[src/rtl/game_pkg.sv]
// Shared game-flow types: sequencer states, game_active encodings and the
// default start-button geometry used by the sequencer and the class selector.
package game_pkg;

  typedef enum logic [2:0] {
    GS_MENU,
    GS_COUNTDOWN,
    GS_PLAYING,
    GS_END,
    GS_PAUSED
  } game_state_t;

  localparam logic [1:0] GAME_ACTIVE_MENU    = 2'd0;
  localparam logic [1:0] GAME_ACTIVE_PLAYING = 2'd1;
  localparam logic [1:0] GAME_ACTIVE_END     = 2'd2;
  localparam logic [1:0] GAME_ACTIVE_PAUSED  = 2'd3;

  localparam int START_BTN_X = 387;
  localparam int START_BTN_Y = 231;
  localparam int START_BTN_W = 250;
  localparam int START_BTN_H = 75;

  localparam int COUNTDOWN_FRAMES_DEF = 180;
  localparam int END_HOLD_FRAMES_DEF  = 120;

  // Inclusive-low, exclusive-high box test; one extra bit keeps x+w from wrapping.
  function automatic logic in_box(input logic [11:0] x, input logic [11:0] y,
                                  input int bx, input int by,
                                  input int bw, input int bh);
    logic [12:0] xe;
    logic [12:0] ye;
    xe = {1'b0, x};
    ye = {1'b0, y};
    return (xe >= 13'(bx)) && (xe < 13'(bx + bw)) &&
           (ye >= 13'(by)) && (ye < 13'(by + bh));
  endfunction

endpackage

[src/rtl/game_flow_ctrl_edge_detect.sv]
// Registered rising-edge detector: rise_o is high for one cycle, one cycle
// after sig_i goes from 0 to 1.
module game_flow_ctrl_edge_detect (
  input  logic clk,
  input  logic rst,
  input  logic sig_i,
  output logic rise_o
);

  logic prev_q;
  logic rise_q;
  logic rise_d;

  always_comb begin
    rise_d = sig_i & ~prev_q;
  end

  always_ff @(posedge clk) begin
    if (rst) begin
      prev_q <= 1'b0;
      rise_q <= 1'b0;
    end else begin
      prev_q <= sig_i;
      rise_q <= rise_d;
    end
  end

  assign rise_o = rise_q;

endmodule

[src/rtl/game_flow_ctrl.sv]
// Top-level game sequencer: MENU -> COUNTDOWN -> PLAYING -> END -> MENU, with
// delays counted in vsync frames. Define GAME_FLOW_PAUSE_EN to add pause_btn/PAUSED.
module game_flow_ctrl
  import game_pkg::*;
#(
  parameter int START_X          = START_BTN_X,
  parameter int START_Y          = START_BTN_Y,
  parameter int START_W          = START_BTN_W,
  parameter int START_H          = START_BTN_H,
  parameter int COUNTDOWN_FRAMES = COUNTDOWN_FRAMES_DEF,
  parameter int END_HOLD_FRAMES  = END_HOLD_FRAMES_DEF
) (
  input  logic        clk,
  input  logic        rst,
`ifdef GAME_FLOW_PAUSE_EN
  input  logic        pause_btn,
`endif
  input  logic        vsync,
  input  logic [11:0] mouse_x,
  input  logic [11:0] mouse_y,
  input  logic        mouse_clicked,
  input  logic [1:0]  char_class,
  input  logic [3:0]  player_hp,
  input  logic [7:0]  boss_hp,
  output logic [1:0]  game_active,
  output logic        game_won,
  output logic [1:0]  countdown_sec,
  output logic        restart
);

  localparam int         SEC_FRAMES = COUNTDOWN_FRAMES / 3;
  localparam logic [7:0] CD_LAST    = 8'(COUNTDOWN_FRAMES - 1);
  localparam logic [7:0] END_HOLD   = 8'(END_HOLD_FRAMES);
  localparam logic [7:0] SEC2_AT    = 8'(SEC_FRAMES);
  localparam logic [7:0] SEC1_AT    = 8'(2 * SEC_FRAMES);

  generate
    if (COUNTDOWN_FRAMES < 3 || COUNTDOWN_FRAMES > 255 ||
        END_HOLD_FRAMES < 0 || END_HOLD_FRAMES > 255) begin : g_bad_frames
      $error("game_flow_ctrl: frame parameters must fit the 8-bit frame counter");
    end
  endgenerate

  logic click;
  logic tick;
  logic in_start;

  game_flow_ctrl_edge_detect u_click_edge (
    .clk    (clk),
    .rst    (rst),
    .sig_i  (mouse_clicked),
    .rise_o (click)
  );

  game_flow_ctrl_edge_detect u_tick_edge (
    .clk    (clk),
    .rst    (rst),
    .sig_i  (vsync),
    .rise_o (tick)
  );

`ifdef GAME_FLOW_PAUSE_EN
  logic pause;

  game_flow_ctrl_edge_detect u_pause_edge (
    .clk    (clk),
    .rst    (rst),
    .sig_i  (pause_btn),
    .rise_o (pause)
  );
`endif

  assign in_start = in_box(mouse_x, mouse_y, START_X, START_Y, START_W, START_H);

  // state_q is the observable FSM state for checkers and debug.
  game_state_t state_q;
  game_state_t state_d;
  logic [7:0]  frame_cnt_q;
  logic [7:0]  frame_cnt_d;
  logic        game_won_q;
  logic        game_won_d;
  logic        restart_q;
  logic        restart_d;
  logic [1:0]  game_active_q;
  logic [1:0]  game_active_d;
  logic [1:0]  countdown_sec_q;
  logic [1:0]  countdown_sec_d;

  always_comb begin
    state_d     = state_q;
    frame_cnt_d = frame_cnt_q;
    game_won_d  = game_won_q;
    restart_d   = 1'b0;

    case (state_q)
      GS_MENU: begin
        if (click && in_start && (char_class != 2'd0)) begin
          state_d     = GS_COUNTDOWN;
          frame_cnt_d = 8'd0;
        end
      end
      GS_COUNTDOWN: begin
        if (tick) begin
          if (frame_cnt_q == CD_LAST) begin
            state_d = GS_PLAYING;
          end else begin
            frame_cnt_d = frame_cnt_q + 8'd1;
          end
        end
      end
      GS_PLAYING: begin
        // A double knock-out is scored as a defeat.
        if (player_hp == 4'd0) begin
          state_d     = GS_END;
          game_won_d  = 1'b0;
          frame_cnt_d = 8'd0;
        end else if (boss_hp == 8'd0) begin
          state_d     = GS_END;
          game_won_d  = 1'b1;
          frame_cnt_d = 8'd0;
`ifdef GAME_FLOW_PAUSE_EN
        end else if (pause) begin
          state_d = GS_PAUSED;
`endif
        end
      end
      GS_END: begin
        if (tick && (frame_cnt_q < END_HOLD)) begin
          frame_cnt_d = frame_cnt_q + 8'd1;
        end
        if (click && (frame_cnt_q == END_HOLD)) begin
          state_d     = GS_MENU;
          restart_d   = 1'b1;
          game_won_d  = 1'b0;
          frame_cnt_d = 8'd0;
        end
      end
      GS_PAUSED: begin
`ifdef GAME_FLOW_PAUSE_EN
        if (pause) begin
          state_d = GS_PLAYING;
        end
`else
        state_d = GS_MENU;
`endif
      end
      default: state_d = GS_MENU;
    endcase

    case (state_d)
      GS_PLAYING: game_active_d = GAME_ACTIVE_PLAYING;
      GS_END:     game_active_d = GAME_ACTIVE_END;
      GS_PAUSED:  game_active_d = GAME_ACTIVE_PAUSED;
      default:    game_active_d = GAME_ACTIVE_MENU;
    endcase

    countdown_sec_d = 2'd0;
    if (state_d == GS_COUNTDOWN) begin
      if (frame_cnt_d < SEC2_AT) begin
        countdown_sec_d = 2'd3;
      end else if (frame_cnt_d < SEC1_AT) begin
        countdown_sec_d = 2'd2;
      end else begin
        countdown_sec_d = 2'd1;
      end
    end
  end

  always_ff @(posedge clk) begin
    if (rst) begin
      state_q         <= GS_MENU;
      frame_cnt_q     <= 8'd0;
      game_won_q      <= 1'b0;
      restart_q       <= 1'b0;
      game_active_q   <= GAME_ACTIVE_MENU;
      countdown_sec_q <= 2'd0;
    end else begin
      state_q         <= state_d;
      frame_cnt_q     <= frame_cnt_d;
      game_won_q      <= game_won_d;
      restart_q       <= restart_d;
      game_active_q   <= game_active_d;
      countdown_sec_q <= countdown_sec_d;
    end
  end

  assign game_active   = game_active_q;
  assign game_won      = game_won_q;
  assign countdown_sec = countdown_sec_q;
  assign restart       = restart_q;

endmodule

[config.mk]
export PLATFORM = sky130hd
export DESIGN_NAME = game_flow_ctrl
export DESIGN_NICKNAME = d
export VERILOG_FILES = /design/src/rtl/game_pkg.sv /design/src/rtl/game_flow_ctrl_edge_detect.sv /design/src/rtl/game_flow_ctrl.sv
export SDC_FILE = /design/constraint.sdc
export NUM_CORES = 1
export LEC_CHECK = 0
export ABC_AREA = 1
export CORE_MARGIN = 10
export CORE_UTILIZATION = 45
export DETAILED_ROUTE_END_ITERATION = 8
export PLACE_DENSITY_LB_ADDON = 0.12
export SLEW_MARGIN = 20
export SYNTH_ARGS = -nofsm -noshare
export SYNTH_HDL_FRONTEND = slang
export SYNTH_SLANG_ARGS = --single-unit
[constraint.sdc]
create_clock -name clk -period 1.95 [get_ports clk]
set_input_delay 0.39 -clock clk [delete_from_list [all_inputs] [get_ports clk]]
set_output_delay 0.39 -clock clk [all_outputs]
set_load 0.02 [all_outputs]
# --- After elaboration in Yosys (flattened, before gate mapping) ---
# Index checks and enable logic that the tools add are counted.
word_totals:
  register_bits: 21
  in_bits: 42
  elab_cells: 73
  output_inout_bits: 6
classes:
  addsub: 1
  n_eq_ne: 11
  mux: 23
  n_bitwise: 6
  order_cmp: 7
  n_reduce_logical: 15
ops:
  columns: ["operator", "count"]
  rows:
  - ["$mux W8", 7]
  - ["$pmux W8 S4", 1]
  - ["$mux W3", 6]
  - ["$lt A8 B7 Y1 const B", 2]
  - ["$eq A3 B2 Y1 const B", 4]
  - ["$ge A12 B8 Y1 const B", 1]
  - ["$ge A12 B9 Y1 const B", 1]
  - ["$lt A12 B10 Y1 const B", 1]
  - ["$lt A12 B9 Y1 const B", 1]
  - ["$pmux W3 S4", 1]
  - ["$add A8 B1 Y8 const B", 1]
  - ["$eq A8 B7 Y1 const B", 1]
  - ["$eq A8 B8 Y1 const B", 1]
  - ["$logic_not A8 Y1", 1]
  - ["$lt A8 B6 Y1 const B", 1]
  - ["$logic_and A1 B1 Y1", 7]
  - ["$eq A3 B1 Y1 const B", 2]
  - ["$pmux W2 S3", 1]
  - ["$logic_not A4 Y1", 1]
  - ["$mux W1", 4]
  - ["$mux W2", 2]
  - ["$not A1 Y1", 4]
  - ["$reduce_bool A2 Y1", 2]
  - ["$reduce_or A2 Y1", 2]
  - ["other kinds (7)", 8]

# --- Depth between registers and ports, before layout ---
depth:
  depth_word: 11
  mapped_depth: 17
  mapped_depth_nobuf: 17

# --- Hierarchy ---
# A second synthesis with hierarchy kept.
unflattened:
  cells_unflattened: 231
  hier_area_um2: 1370.1
modules_own_cells:
  columns: ["mod", "cells_each", "seq_area_each_um2", "n_inst", "area_each_um2"]
  rows:
  - ["game_flow_ctrl", 219, 340.3, 1, 1249.9]
  - ["game_flow_ctrl_edge_detect", 6, 40.0, 2, 60.1]

# --- Least setup slack after synthesis ---
# OpenSTA, ideal clock, no wires.
synth_path:
  kind: "register to register"
  from: "reg frame_cnt_q[1]"
  to: "reg countdown_sec_q[0] (netlist: countdown_sec[0])"
  t_arrival_ns: 1.526
  path_buffers: 0
  setup_ns: 0.070
  stages_incl_launch_ff: 13
  setup_slack_ns: 0.354
  cell_sequence: "dfxtp_1 > ha_1 > nand3_1 > nor2_1 > xor2_1 > nor2_1 > nor3_2 > nor2_2 > nand2_1 > nand2_1 > nor2_2 > nor2_1 > a21oi_1"
synth_via:
  elab_chain_cells: 8
  word_cells_on_any_way: 25
  cone_classes: "add/sub: 1; order compare: 3; eq/ne: 3; mux: 14; bitwise: 1; reduce/logical: 3"
synth_lines:
  columns: ["element", "line_no", "rtl"]
  rows:
  - ["from (decl)", "game_flow_ctrl.sv:78", "logic [7:0] frame_cnt_q;"]
  - ["from (signal assigned)", "game_flow_ctrl.sv:179", "frame_cnt_q <= frame_cnt_d;"]
  - ["$lt A8 B7 Y1", "game_flow_ctrl.sv:128", "if (tick && (frame_cnt_q < END_HOLD)) begin"]
  - ["$logic_and A1 B1 Y1", "game_flow_ctrl.sv:128", null]
  - ["$mux W8", "game_flow_ctrl.sv:128", null]
  - ["$mux W8", "game_flow_ctrl.sv:131", "if (click && (frame_cnt_q == END_HOLD)) begin"]
  - ["$pmux W8 S4", "game_flow_ctrl.sv:95", "case (state_q)"]
  - ["$lt A8 B7 Y1", "game_flow_ctrl.sv:161", "end else if (frame_cnt_d < SEC1_AT) begin"]
  - ["$mux W2", "game_flow_ctrl.sv:161", null]
  - ["$mux W2", "game_flow_ctrl.sv:159", "if (frame_cnt_d < SEC2_AT) begin"]
  - ["to (signal assigned)", "game_flow_ctrl.sv:183", "countdown_sec_q <= countdown_sec_d;"]
  - ["to (decl)", "game_flow_ctrl.sv:86", "logic [1:0] countdown_sec_q;"]
# Several ways; a longest one is shown, not always the timed one.
# A chain may end at the register's enable or synchronous reset.

# --- Worst setup path in the final report ---
layout_path:
  from: "reg frame_cnt_q[6]"
  to: "reg countdown_sec_q[0] (netlist: countdown_sec[0])"
# Same word-level chain as after synthesis.

==> results.ini <==
[worst_setup_path]
crit_path_top_delay_cell=dfxtp_1
worstPathRequired_ns=2.20
critPathMaxStageDelay_ns=0.48
crit_type=reg2reg
rr_worst_depth=12
crit_path_end_kind=register
cp_common_cell=nand2_1
crit_arrival_ns=2.01
path_cells=nand2_1, nor2_1, nand4_1, nand2_2, nor2_2, nor2_2, nand2_4, nand2_1, nand2_1, nor2_1, o21ai_1, a21oi_1
startpoint_type=register
cp_max_fo=6

[clock_tree]
cts.clk_slew.worst_paths_ns=0.12
cts_resized=0
clkLatencyLatePin_ns=0.31
clock-root-buffer=clkbuf_4
post_cts_buffers=0
cts_buffers=3
cts_sinks=21
clock_path_buffers=2
ctsHoldBuffers=0
h-tree-depth=1
cts_tree=built

[place]
gp_congestion=0.873
port_buffers=47
placed_cell_area_mm2=0.00199
hpwl_mm=3.08
placedCellCount=322

[power_and_ir_drop]
p_sw_share_pct=23.7
leakagePower_nw=0.930
p_comb_share_pct=19.6
power.internal_uw=610
power_density_mw_per_mm2=394
p_seq_share_pct=54.7
ir_worst_vdd_mv=0.382
p_sw_uw=189
p_clk_share_pct=25.7

[global_route]
overflow=0
grt_pass1_wl_mm=5.88
grt_pass1_vias=1414
grtUsageTotal_pct=12.8
grt_max_degree=13
grt_antenna_before_repair=0

[synth]
synth.avg_cell_area_um2=5.99
synth-seq-cells=21
synth_top_area_share_pct=30.3
ys_seq_area_share_pct=30.3
yosys_warnings=0
synth_cells=232
syn_nets=276
ys_types=28
synth_area_leaders=dfxtp_1 (30%), nand2_1 (18%), nor2_1 (12%)
syn_area_mm2=0.00139
yosysTopAreaCell=dfxtp_1

[hold_path]
holdPathStages=1
hold_class=reg2reg

[timing]
finalCriticalPeriod_ns=1.76
finalHoldViolations=0
setup_tns_ns=0
slew_violations=0
finalCritPeriodShare_pct=90.2
rsz0062_at_grt=false
fmax_ghz=0.568
setup_viol=0
fin_skew_ns=0.0114

[floorplanning]
row_count=20
ioPinCount=48
die_h_um=75.6
core_mm2=0.00300
start_util_pct=46.3
die_w_um=75.6
dieArea_mm2=0.00571

[detailed_routing]
drt_pass1_iterations=4
drtIter0Drc=38
drt_wl_total_mm=3.54
drc_errors=0
vias=1549
vias_per_cell=4.75
post_drt_wl_per_cell_um=10.8
ant_nets=0

[layout]
nets=338
drive_gt1_share_pct=11.6
diodes=0
layout.cells.non_filler=326
area_delta_synth_final_pct=46.1
postLayoutCoreUtil_pct=67.6
final_cell_area_mm2=0.00203

[status]
status=complete, no violations

[job]
cap_violations=0

## sequential cells by signal (all words and copies together), names as in the netlist
signal               cells
countdown_sec            2
frame_cnt_q              8
game_active              2
game_won                 1
restart                  1
state_q                  3
u_click_edge.prev_q      1
u_click_edge.rise_o      1
u_tick_edge.prev_q       1
u_tick_edge.rise_o       1
## layer usage
layer / up-vias / GRT usage (%) / wire length (um)
li1: 852 / - / -
met1: 656 / 14.3 / 1570
met2: 35 / 22.4 / 1610
met3: 6 / 4.82 / 316
met4: 0 / 2.89 / 37
met5: - / 0 / 0
## power by group through the flow
stage / Clock, mW / Combinational [mW] / Sequential [mW]
floorplan: 0 / 0.0548 / 0.446
global placement: 0 / 0.154 / 0.447
detailed placement: 0 / 0.157 / 0.447
CTS: 0.216 / 0.157 / 0.437
global route: 0.232 / 0.174 / 0.438
finish: 0.205 / 0.156 / 0.437
## synth_stat cells (all sizes together)
master and instances:
a21oi 9, a22oi 1, a31oi 1, and2 1, clkbuf 3, conb 1, dfxtp 21, ha 2
inv 33, nand2 69, nand3 9, nand4 4, nor2 49, nor3 6, nor4 2, o2111ai 1
o211ai 4, o21a 2, o21ai 7, o22ai 1, o31ai 1, xor2 5
## area by class of cell
cell class | instances | area, um2
timing repair buffer | 60 | 568
clock buffer | 3 | 22.5
inverter | 33 | 124
multi-input combinational | 175 | 847
tap | 33 | 41.3
sequential | 21 | 422
clock inverter | 1 | 5.00
fill | 281 | 973
## cells in the final DEF, fill, tap and decap left out
cell type | netlist | final
inv_2 | 1 | 1
clkinv_2 | 0 | 1
a22oi_1 | 1 | 1
ha_1 | 2 | 1
o211ai_1 | 4 | 4
o21ai_1 | 1 | 1
nor2_2 | 6 | 7
xor2_1 | 5 | 5
nor3_2 | 2 | 2
o21a_1 | 2 | 2
nand4_1 | 4 | 4
and2_1 | 1 | 1
nand2_4 | 1 | 1
buf_4 | 0 | 13
nand3_1 | 9 | 9
nand2_1 | 66 | 65
conb_1 | 1 | 1
dfxtp_2 | 0 | 1
ha_2 | 0 | 1
o21ai_0 | 6 | 6
nor2_1 | 43 | 42
a21oi_1 | 9 | 9
o31ai_1 | 1 | 1
clkdlybuf4s50_1 | 0 | 47
dfxtp_1 | 21 | 20
o22ai_1 | 1 | 1
nor3_1 | 4 | 4
a31oi_1 | 1 | 1
inv_1 | 32 | 32
clkbuf_4 | 0 | 3
nor4_2 | 0 | 1
o2111ai_1 | 1 | 1
nand2_2 | 2 | 3
nor4_1 | 2 | 1
## critical path: cells and delay by family (launching register included)
kind | cells | cell delay [ns]
simple gates | 10 | 1.04
flops | 1 | 0.48
compound gates | 2 | 0.20
## cells by family after synthesis
group	after synthesis	synth area share, %
and+or+nand+nor	140	43.2
buffers and inverters	36	9.73
AOI/OAI and AO/OA	27	11.6
DFF	21	30.3
xor gates and xnor gates	5	3.15
adders and majority gates	2	1.80
other	1	0.270
## path summary, 6_finish.rpt
kind                       from            endpoint  slack, ns
min          u_tick_edge.prev_q  u_tick_edge.rise_o       0.40
max reg2reg      frame_cnt_q[6]    countdown_sec[0]       0.19
max              frame_cnt_q[6]    countdown_sec[0]       0.19
min reg2reg  u_tick_edge.prev_q  u_tick_edge.rise_o       0.40
## stage by stage
stage | setup slack (ns) | power, mW | hold slack [ns]
3_3_place_gp | -0.137 | 0.601 | 0.377
4_1_cts | 0.162 | 0.811 | 0.407
3_5_place_dp | -0.140 | 0.604 | 0.390
5_1_grt | 0.0108 | 0.844 | 0.412
2_1_floorplan | 0.354 | 0.501 | 0.373
6_report | 0.191 | 0.799 | 0.401
(Power assumes the default switching activity.)
